### src/rtl/nib_pack.sv
// nib_pack: packs a nibble stream LSN-first into 16-bit words and buffers them in a DEPTH-entry FIFO
module nib_pack #(
  parameter int DEPTH = 4,
  parameter int CNT_W = 3
) (
  input  logic             clk,
  input  logic             reset,
  input  logic [3:0]       nib_in,
  input  logic             nib_valid,
  output logic             nib_ready,
  input  logic             flush,
  output logic [15:0]      word_out,
  output logic [2:0]       word_nibs,
  output logic             word_valid,
  input  logic             word_ready,
  output logic [CNT_W-1:0] fifo_count
);
  localparam int PW = $clog2(DEPTH);
  typedef enum logic [1:0] {S0, S1, S2, S3} state_t;
  state_t           r_state, w_next;
  logic [11:0]      r_acc_data;
  logic [18:0]      r_mem [DEPTH];
  logic [PW-1:0]    r_wr_ptr, r_rd_ptr;
  logic [CNT_W-1:0] r_count;
  logic             w_accept, w_flush, w_pop, w_push;
  logic [15:0]      w_nib_sh, w_acc_ext, w_push_data;
  logic [2:0]       w_push_nibs;
  logic [18:0]      w_head;
  assign nib_ready  = !reset && (r_count != CNT_W'(DEPTH));
  assign word_valid = !reset && (r_count != '0);
  assign w_accept   = nib_valid && nib_ready;
  assign w_flush    = flush && nib_ready;
  assign w_pop      = word_valid && word_ready;
  assign w_head     = r_mem[r_rd_ptr];
  assign word_out   = word_valid ? w_head[15:0] : '0;
  assign word_nibs  = word_valid ? w_head[18:16] : '0;
  assign fifo_count = reset ? '0 : r_count;
  assign w_acc_ext  = {4'h0, r_acc_data};
  assign w_nib_sh   = 16'(nib_in) << {r_state, 2'b00};
  always_comb begin
    w_next      = r_state;
    w_push      = 1'b0;
    w_push_data = w_acc_ext | w_nib_sh;
    w_push_nibs = {1'b0, r_state} + 3'd1;
    if (w_accept) begin
      w_push = w_flush || (r_state == S3);
      w_next = w_push ? S0 : state_t'(r_state + 2'd1);
    end else if (w_flush && r_state != S0) begin
      w_push      = 1'b1;
      w_push_data = w_acc_ext;
      w_push_nibs = {1'b0, r_state};
      w_next      = S0;
    end
  end
  always_ff @(posedge clk) begin
    if (reset) begin
      r_state    <= S0;
      r_acc_data <= '0;
      r_wr_ptr   <= '0;
      r_rd_ptr   <= '0;
      r_count    <= '0;
    end else begin
      r_state    <= w_next;
      r_acc_data <= (w_next == S0) ? '0 : w_accept ? (r_acc_data | w_nib_sh[11:0]) : r_acc_data;
      r_wr_ptr   <= w_push ? r_wr_ptr + PW'(1) : r_wr_ptr;
      r_rd_ptr   <= w_pop ? r_rd_ptr + PW'(1) : r_rd_ptr;
      r_count    <= r_count + CNT_W'(w_push) - CNT_W'(w_pop);
    end
  end
  always_ff @(posedge clk) begin
    if (!reset && w_push) r_mem[r_wr_ptr] <= {w_push_nibs, w_push_data};
  end
endmodule
### config.mk
export PLATFORM = sky130hd
export DESIGN_NAME = nib_pack
export DESIGN_NICKNAME = d
export VERILOG_FILES = /design/src/rtl/nib_pack.sv
export SDC_FILE = /design/constraint.sdc
export NUM_CORES = 1
export LEC_CHECK = 0
export CAP_MARGIN = 20
export CORE_ASPECT_RATIO = 0.9
export CORE_UTILIZATION = 45
export CTS_BUF_LIST = sky130_fd_sc_hd__clkbuf_4 sky130_fd_sc_hd__clkbuf_8
export DETAILED_ROUTE_END_ITERATION = 8
export GPL_ROUTABILITY_DRIVEN = 0
export PLACE_DENSITY = 0.67
export SKIP_CTS_REPAIR_TIMING = 1
export SLEW_MARGIN = 20
export SYNTH_ARGS = -nofsm -noshare
export SYNTH_HDL_FRONTEND = slang
export SYNTH_SLANG_ARGS = --single-unit
### constraint.sdc
create_clock -name clk -period 2.35 [get_ports clk]
set_clock_uncertainty 0.05 [all_clocks]
set_input_delay 0.705 -clock clk [delete_from_list [all_inputs] [get_ports clk]]
set_output_delay 0.705 -clock clk [all_outputs]
set_load 0.01 [all_outputs]
## Word level (Yosys, flattened, before mapping)

Memories as Yosys holds them, arrays and structs flattened. A register that Yosys moved wholly into a read port is not among the register bits.
Cells that the tools add are included.

- Reduce and logical (&&, ||, !) cells: 13
- Add/sub/neg operators: 6
- Bitwise gates (word level): 2
- Multiplexer cells: 16
- Shifts and indexed selects: 1
- Equal/unequal tests: 2

Operator list:

| kind | number |
|---|---|
| $mux 16 | 3 |
| $or 12x16->16 | 1 |
| $shl 4x4->16 | 1 |
| $mux 3 | 4 |
| $or 12x12->12 | 1 |
| $mux 2 | 5 |
| $logic_and 1x1->1 | 7 |
| $add 2x1->2 const B | 3 |
| $mux 1 | 4 |
| $add 2x1->3 const B | 1 |
| $add 3x1->3 | 1 |
| $ne 3x3->1 const B | 1 |
| $reduce_bool 3->1 | 1 |
| $sub 3x1->3 | 1 |
| $eq 2x2->1 const B | 1 |
| $logic_not 2->1 | 1 |
| $reduce_bool 2->1 | 1 |
| $reduce_or 2->1 | 1 |
| $logic_not 1->1 | 1 |
| $logic_or 1x1->1 | 1 |

- Register bits: 21
- Bits in writable memories: 76
- Word-level logic and storage cells: 46
- Memories kept: 1

Memories:

| memory | depth | bits a word | rd ports | clocked after memory_dff | write ports | line | source |
|---|---|---|---|---|---|---|---|
| r_mem | 4 | 19 | 1 | 1 | 1 | 22 | `logic [18:0] r_mem [DEPTH];` |

## Longest topological paths before layout

Gate-level depths: netlist (run 1).

- Word-level depth: 9
- Gate-level depth with buffers: 11

## Least setup slack after synthesis (run 1)

Ideal clock, no wire load.

- Path kind: input-to-reg
- From: in reset
- To: reg r_count[2]
- Arrival: 2342 ps
- Library setup time: 127 ps
- Setup slack: -169 ps
- Required time: 2173 ps
- Stages on the path: 9
- Path buffers: 1
- Path through: clkbuf_1 or2_2 nor2_1 xnor2_1 ha_1 fa_1 xnor2_1 xnor2_1 nor2_1

- Word-level cells in the longest chain between the ends: 8

RTL lines:

| item | line | source |
|---|---|---|
| from (decl) | 7 | `input logic reset,` |
| $logic_not 1->1 | 29, 30 |  |
| $logic_and 1x1->1 | 29 | `assign nib_ready = !reset && (r_count != CNT_W'(DEPTH));` |
| $logic_and 1x1->1 | 32 | `assign w_flush = flush && nib_ready;` |
| $logic_and 1x1->1 | 48 | `end else if (w_flush && r_state != S0) begin` |
| $mux 1 | 48 |  |
| $mux 1 | 45 | `if (w_accept) begin` |
| $add 3x1->3 | 67 | `r_count <= r_count + CNT_W'(w_push) - CNT_W'(w_pop);` |
| $sub 3x1->3 | 67 |  |
| to (signal assigned) | 67 |  |
| to (decl) | 24 | `logic [CNT_W-1:0] r_count;` |

Several ways; a longest one is shown, not always the timed one.
A chain may end at the register's enable or synchronous reset.

## Worst setup path in the final report (run 1)

- From: in reset
- To: out word_nibs[1]

- Word-level cells in the longest chain between the ends: 3

RTL lines:

| item | line | source |
|---|---|---|
| $logic_not 1->1 | 30 | `assign word_valid = !reset && (r_count != '0);` |
| $logic_and 1x1->1 | 30 |  |
| $mux 3 | 36 | `assign word_nibs = word_valid ? w_head[18:16] : '0;` |
| to (decl) | 13 | `output logic [2:0] word_nibs,` |

No other way between the ends.

==> run_results.csv, run 1 <==
group,metric,value,unit
run_status,status,"complete, but fails checks",
run_status,violations,"negative setup slack",
synth,yosysUniqueCellTypes,42,
power_and_ir_drop,p_leak,2.02,nW
die,die_x,103,um
route,ant_nets,0,
hold_path,hp-start,"r_rd_ptr[1]",
setup_path,end_kind,"primary output",
setup_path,arrival,1.74,ns
setup_path,required,1.59,ns
cts,clk_latency,0.36,ns
place,hpwl,4810,um
setup_path,path_class,"input pin to primary output",
route,via_per_inst,5.35,
cts,cts.clk_slew.worst_paths,0.08,ns
timing,rsz0062_at_grt,"true",
grt,grt-ovfl-total,0,
synth,synth_area_per_cell,15.5,um^2
setup_path,worstSetupStartpoint,"reset",
cts,cts_root_buf,"clkbuf_8",
grt,grt_pass1_vias,2411,
route,wire_per_inst,17.2,um
setup_path,reg2reg_depth,6,
grt,antenna_found_initial,0,
synth,synth_ff_type,"edfxtp_1",
grt,grt_pass1_wl,12300,um
die,ios,33,
route,dr.pass1.iters,4,
power_and_ir_drop,fin_total_pwr,4.19,mW
setup_path,critPathLaunchType,"input pin",
power_and_ir_drop,power_per_cell_area,804,nW/um^2
setup_path,crit_path_end,"word_nibs[1]",
power_and_ir_drop,peakVddDrop,0.454,mV
die,die_area,9590,um^2
synth,netlist.top_cell.by_area,"edfxtp_1",
layout,multiInputGateArea,1380,um^2
synth,synth_area,4140,um^2
layout,utilization,59.4,%
layout,nets,358,
layout,seqCellArea,2750,um^2
layout,area_growth,25.8,%
cts,clk_path_buf_depth,2,
synth,syn_nets,285,
cts,cts_tree,"done",
timing,setup_ws,-0.142,ns
timing,worstMarginPinSlew,0.475,ns
die,core-area,8770,um^2
cts,clock-sinks,99,
timing,post-route-min-period,2.49,ns
synth,synth_common_cells,"edfxtp_1 (76), and2_1 (23), dfxtp_1 (23), nor2_1 (23), mux4_2 (19)",
setup_path,rrSetupSlack,0.12,ns
timing,setup_violations,20,
timing,slew_headroom,68.2,%
setup_path,rr_endpoint,"r_mem[3][2]",
cts,cts_buffers,9,
die,initial_utilization,47.2,%
synth,yosys_warnings,0,
synth,synth_edf_count,76,
synth,synth_area_leaders,"edfxtp_1 (55%), dfxtp_1 (11%), mux4_2 (10%)",
route,drt_iter0_markers,148,
cts,h-tree-depth,3,
grt,grt_max_degree,21,
timing,finalHoldViolCount,0,
die,die_height,93.0,um
die,fp-row-count,32,
route,drc,0,
synth,yosysMostFrequentCell,"edfxtp_1",
synth,syn_inst,267,
layout,drive_above_1_share,35.8,%
job,cap_violations,0,
route,wirelength,7960,um
synth,ys_ff_latch,99,
synth,yosysSeqAreaShare,66.2,%
layout,nFillCells,658,
setup_path,critPathMaxFanout,10,
place,port_buffers,32,
timing,fin_crit_sh,106,%
setup_path,worstReg2RegStart,"r_state[0]",
hold_path,hp-class,"flip-flop to flip-flop",
grt,gr-usage-all-layers,17.8,%
timing,fmax,0.401,GHz
route,num_vias,2479,
timing,drv_slew,0,
layout,diodes,0,
synth,synth_top_area_share,55.1,%
synth,synth-async-reset-ratio,0,%
worst max-delay path, stage by stage:
cell	delay [ns]
buf_6	0.10
nor2b_4	0.04
or3_4	0.44
clkbuf_16	0.19
and2_1	0.14
clkbuf_2	0.12
layer usage:
metal | up-vias | GRT usage [%] | wire length (um) | part of all wire [%]
met5 | - | 0 | 0 | 0
met2 | 74 | 29.1 | 3860 | 48
met3 | 8 | 4.48 | 439 | 5.5
met4 | 0 | 5.63 | 93 | 1.2
li1 | 1165 | - | - | -
met1 | 1232 | 23.4 | 3570 | 45
worst min path at each step:
| stage | end | slack (ns) | cells past startpoint |
|---|---|---|---|
| 2_1_floorplan | flip-flop | 0.39 | 1 |
| 3_3_place_gp | r_acc_data[11] | 0.40 | 2 |
| 3_5_place_dp | r_rd_ptr[1] | 0.41 | 1 |
| 4_1_cts | r_rd_ptr[1] | 0.42 | 1 |
| 5_1_grt | flip-flop | 0.45 | 1 |
| 6_report | r_rd_ptr[1] | 0.41 | 1 |
metrics by stage:
stage	area, um^2	cells	TNS, ns	hold slack [ns]	setup WS [ns]
2_1_floorplan	4180	267	0	0.385	0.00235
3_3_place_gp	4950	443	-86.00	0.399	-0.960
3_5_place_dp	4950	443	-88.85	0.405	-1.01
4_1_cts	5140	458	-31.16	0.422	-1.02
5_1_grt	5210	463	-3.30	0.452	-0.178
6_report	5210	463	-2.43	0.414	-0.142
cells by family after synthesis:
| family | after synthesis | share of synthesized area [%] |
|---|---|---|
| XOR/XNOR | 4 | 0.846 |
| AO/OA/AOI/OAI | 40 | 6.86 |
| AND/OR/NAND/NOR | 76 | 10.6 |
| flip-flops | 99 | 66.2 |
| multiplexers | 19 | 10.3 |
| buffers and inverters | 20 | 2.21 |
| adder cells (fa/ha/maj) | 9 | 2.90 |
power breakdown:
part / switching [mW] / internal, mW / total, mW / leakage [nW]
Sequential: 0.0316 / 1.95 / 1.98 / 0.908
Combinational: 0.493 / 0.631 / 1.12 / 1.02
Clock: 0.591 / 0.497 / 1.09 / 0.0899
Total: 1.12 / 3.07 / 4.19 / 2.02
placed cells by master (no fill, tap or decap), drive strengths merged, types with 8 or more instances in the layout:
cell type | Yosys | final
a21o | 8 | 8
a31oi | 12 | 12
and2 | 26 | 26
buf | 5 | 40
clkbuf | 5 | 30
dfxtp | 23 | 23
edfxtp | 76 | 76
ha | 8 | 8
inv | 10 | 12
mux4 | 19 | 19
nor2 | 23 | 23
state kept, by name, indices dropped and copies added (netlist names), named ones only:
register and flops:
r_mem 76, r_acc_data 12, r_count 3, r_rd_ptr 2, r_state 2, r_wr_ptr 2
layout make-up:
| class | count | area share (%) |
|---|---|---|
| clock buffers | 9 | 2.38 |
| clock inverters | 6 | 1.39 |
| inverters | 10 | 0.721 |
| multi-input cells | 148 | 26.4 |
| flip-flops and latches | 99 | 52.8 |
| well taps | 119 | 2.86 |
| repair buffers | 72 | 13.5 |
(Power assumes the default switching activity.)
==> inputs of run 2 (changes only) <==
CAP_MARGIN = unset   (was 20)
SETUP_SLACK_MARGIN = 0.2   (was unset)
==> run 2 against run 1 <==
  * The flow still finishes with violations (negative setup slack)
  * Critical path depth down 1
  * Critical path type is now flip-flop to primary output
  * Setup slack worse by 0.074 ns
  * First-iteration DRC count down 39%
  * Total power up 4.9%
  * Cell area up 5.6%
  * Wire length up 3.7%
  * Final cell count up 3.2%
  * Non-clock buffer count up 14
  * Flip-flop and latch count unchanged
==> run_results.csv, run 2 (same netlist as run 1, synthesis figures left out) <==
group,metric,value,unit
layout,final_common_cell,"edfxtp_1",
run_status,status,"complete, but fails checks",
route,num_vias,2505,
setup_path,worstReg2RegStart,"r_state[1]",
timing,setup_violations,20,
die,fp-row-count,32,
setup_path,reg2reg_depth,6,
cts,cts_tree,"done",
job,cap_violations,0,
route,dr.pass1.iters,4,
grt,gr-usage-all-layers,17.3,%
timing,fmax,0.390,GHz
hold_path,min_to,"r_rd_ptr[1]",
grt,antenna_found_initial,0,
die,die_height,93.0,um
layout,finalNonFillerCells,478,
layout,area_growth,32.8,%
timing,rsz0062_at_grt,"true",
layout,largest_reg_flops,76,
setup_path,rrSetupSlack,0.26,ns
cts,cts_root_buf,"clkbuf_8",
timing,finalHoldViolCount,0,
grt,grt_max_degree,21,
die,ios,33,
route,wirelength,8260,um
layout,regMostFlops,"r_mem",
cts,h-tree-depth,3,
timing,post-route-min-period,2.57,ns
cts,clk_path_buf_depth,2,
layout,utilization,62.7,%
power_and_ir_drop,p_leak,2.16,nW
hold_path,hp-start,"r_rd_ptr[1]",
cts,cts.clk_slew.worst_paths,0.10,ns
die,initial_utilization,47.2,%
hold_path,min_delay_path_depth,1,
timing,fin_crit_sh,109,%
cts,clock-sinks,99,
timing,setup_ws,-0.216,ns
route,drt_iter0_markers,91,
layout,drive_above_1_share,46.8,%
layout,layout_common_cells,"edfxtp_1 (76), buf_4 (34), buf_6 (23), nor2_1 (22), and2_4 (21)",
setup_path,end_kind,"primary output",
place,hpwl,4970,um
setup_path,critPathLaunchType,"flip-flop",
route,drc,0,
place,dp_slack,-1.05,ns
die,die_area,9590,um^2
layout,reg_top3,"r_mem: 76 flops, r_acc_data: 12 flops, r_count: 3 flops",
timing,timing.hold.ws,0.420,ns
grt,grt_pass1_wl,11900,um
power_and_ir_drop,peakVddDrop,0.481,mV
hold_path,hp-class,"flip-flop to flip-flop",
setup_path,path_class,"flip-flop to primary output",
cts,cts_buffers,9,
die,die_x,103,um
grt,grt_pass1_vias,2420,
timing,worstMarginPinSlew,0.482,ns
layout,nets,372,
timing,drv_slew,0,
grt,grt-ovfl-total,0,
setup_path,critPathMaxFanout,7,
run_status,violations,"negative setup slack",
layout,diodes,0,
die,core-area,8770,um^2
setup_path,rr_endpoint,"r_mem[1][14]",
place,port_buffers,32,
power_and_ir_drop,power_per_cell_area,799,nW/um^2
setup_path,required,1.59,ns
place,dp.cells,442,
setup_path,arrival,1.81,ns
route,ant_nets,0,
route,via_per_inst,5.24,
cts,clk_latency,0.36,ns
route,wire_per_inst,17.3,um
timing,slew_headroom,67.7,%
run 2: cell count changes in the layout (fill, tap and decap cells not counted), moves of 4 or more:
cell	delta
and2_1	-15
buf_6	+21
clkbuf_2	-12
dfxtp_1	-4
and2_4	+15
and3_1	-4
and3_2	+4
buf_4	+6
run 2: stage by stage:
step	instance area (um^2)	setup TNS (ns)	total power [mW]
floorplan	4260	0	2.65
global placement	4990	-93.79	3.09
detailed placement	4990	-101.77	3.11
CTS	5180	-39.39	4.13
global route	5500	-4.16	4.60
finish	5500	-3.09	4.40
run 2: worst max-delay path by stage:
stage                             end  startpoint  cells past startpoint
final                     word_out[3]   flip-flop                      5
after detailed placement  word_out[1]       reset                      6
after global placement    word_out[5]       reset                      6
after CTS                 word_out[1]       reset                      6
after floorplan            r_count[2]       reset                      9
after global routing      word_out[3]   flip-flop                      5
run 2: layout make-up:
class	instances	area [um^2]
tap	119	149
clock inverter	7	67.6
fill	637	3270
clock buffer	9	124
timing repair buffer	86	900
inverter	10	42.5
sequential	99	2760
multi-input combinational	148	1460
run 2: power by group:
group	switching (mW)	internal [mW]	total (mW)
Combinational	0.550	0.822	1.37
Clock	0.628	0.413	1.04
Sequential	0.0362	1.95	1.98
Total	1.21	3.18	4.40
run 2: metal layers:
layer  track usage [%]  part of all wire (%)  wire, um  vias up
met5                 0                     0         0        -
met4              5.40                   1.2        97        0
met3              5.31                   3.7       302        8
met2              29.1                    52      4280       59
met1              21.2                    43      3570     1244
li1                  -                     -         -     1194
run 2: critical path, stage by stage (launching register included):
cell       delay, ns
dfxtp_4         0.40
clkbuf_16       0.17
buf_4           0.11
mux4_2          0.47
and2_1          0.15
buf_2           0.13
==> inputs of run 3 (changes only) <==
SKIP_LAST_GASP = 1   (was unset)
==> run 3 against run 2 <==
  * The flow still finishes with violations (negative setup slack)
  * Sequential share of layout area decreased by 0.20 points
  * Critical endpoint unchanged
  * Clock-buffer cell count stayed put
  * Non-clock buffer count unchanged
  * Global-route usage stayed put
  * Wire length is essentially flat
  * Fmax barely moved
  * Critical path depth unchanged
  * Via count unchanged
  * Clock power is essentially flat
  * Flip-flop and latch count unchanged
==> run_results.csv, run 3 (same netlist as run 1, synthesis figures left out) <==
group,metric,value,unit
job,cap_violations,0,
setup_path,reg2reg_depth,6,
route,ant_nets,0,
place,dp_slack,-1.05,ns
setup_path,path_cells,"clkbuf_16, buf_4, mux4_2, and2_1, buf_2",
grt,grt_pass1_vias,2420,
grt,antenna_found_initial,0,
cts,cts_tree,"done",
hold_path,min_delay_path_depth,1,
timing,fmax,0.390,GHz
cts,cts_root_buf,"clkbuf_8",
run_status,violations,"negative setup slack",
cts,clk_path_buf_depth,2,
cts,h-tree-depth,3,
die,die_height,93.0,um
layout,largest_reg_flops,76,
setup_path,path_class,"flip-flop to primary output",
route,wirelength,8260,um
timing,finalHoldViolCount,0,
timing,worstMarginPinSlew,0.483,ns
grt,grt_pass1_wl,11900,um
place,port_buffers,32,
power_and_ir_drop,power_per_cell_area,798,nW/um^2
timing,setup_violations,20,
layout,drive_above_1_share,46.0,%
setup_path,end_kind,"primary output",
route,drt_iter0_markers,92,
cts,clock-sinks,99,
layout,final_common_cell,"edfxtp_1",
layout,area_growth,33.4,%
timing,rsz0062_at_grt,"true",
hold_path,hp-class,"flip-flop to flip-flop",
layout,layout_common_cells,"edfxtp_1 (76), buf_4 (34), buf_6 (23), nor2_1 (22), and2_4 (21)",
timing,timing.hold.ws,0.420,ns
layout,reg_top3,"r_mem: 76 flops, r_acc_data: 12 flops, r_count: 3 flops",
grt,gr-usage-all-layers,17.3,%
place,hpwl,4970,um
route,num_vias,2505,
power_and_ir_drop,peakVddDrop,0.480,mV
die,die_x,103,um
die,ios,33,
setup_path,arrival,1.81,ns
die,die_area,9590,um^2
power_and_ir_drop,p_leak,2.21,nW
setup_path,cp_slowest_cell,"mux4_2",
place,dp.cells,442,
setup_path,required,1.59,ns
route,wire_per_inst,17.3,um
route,via_per_inst,5.24,
grt,grt-ovfl-total,0,
layout,diodes,0,
power_and_ir_drop,fin_total_pwr,4.41,mW
grt,grt_max_degree,21,
timing,slew_headroom,67.7,%
die,initial_utilization,47.2,%
setup_path,max_stage_delay,0.47,ns
layout,finalNonFillerCells,478,
layout,utilization,63.0,%
die,core-area,8770,um^2
route,drc,0,
cts,clk_latency,0.36,ns
cts,cts.clk_slew.worst_paths,0.10,ns
die,fp-row-count,32,
setup_path,critPathMaxFanout,7,
layout,nets,372,
run_status,status,"complete, but fails checks",
cts,cts_buffers,9,
timing,post-route-min-period,2.57,ns
timing,setup_ws,-0.216,ns
timing,drv_slew,0,
route,dr.pass1.iters,4,
timing,fin_crit_sh,109,%
setup_path,critPathLaunchType,"flip-flop",
layout,regMostFlops,"r_mem",
-- run 3: layout make-up --
class	count	area, um^2
sequential	99	2760
multi-input combinational	148	1460
clock buffer	9	124
clock inverter	7	67.6
inverter	10	42.5
timing repair buffer	86	922
fill	635	3240
tap	119	149
-- run 3: path summary, 6_finish.rpt --
kind / start / to / slack (ns)
setup reg to reg: r_state[1] / r_mem[1][14] / 0.26
hold / removal: r_rd_ptr[1] / r_rd_ptr[1] / 0.42
hold reg to reg: r_rd_ptr[1] / r_rd_ptr[1] / 0.42
setup / recovery: flip-flop / word_out[3] / -0.22
-- run 3: where the power goes --
part / switching [mW] / internal, mW / leakage [nW]
Sequential: 0.0362 / 1.95 / 0.910
Clock: 0.629 / 0.412 / 0.0993
Combinational: 0.549 / 0.832 / 1.20
Total: 1.21 / 3.19 / 2.21
-- run 3: worst max-delay path: cells and delay by family, from the launching register on --
family,cells,cell delay (ns)
flip-flops,1,0.40
AND/OR/NAND/NOR,1,0.15
multiplexers,1,0.47
buffers and inverters,3,0.41
-- run 3: per-stage QoR --
| step | TNS, ns | instance area, um^2 |
|---|---|---|
| floorplan | 0 | 4260 |
| global placement | -93.79 | 4990 |
| detailed placement | -101.77 | 4990 |
| CTS | -39.39 | 5180 |
| global route | -4.29 | 5520 |
| finish | -3.22 | 5520 |
-- run 3: routing by layer --
metal  GRT usage [%]  share of wire [%]
met1            21.2                 43
met5               0                  0
met3            5.31                3.8
met2            29.1                 52
met4            5.40                1.2
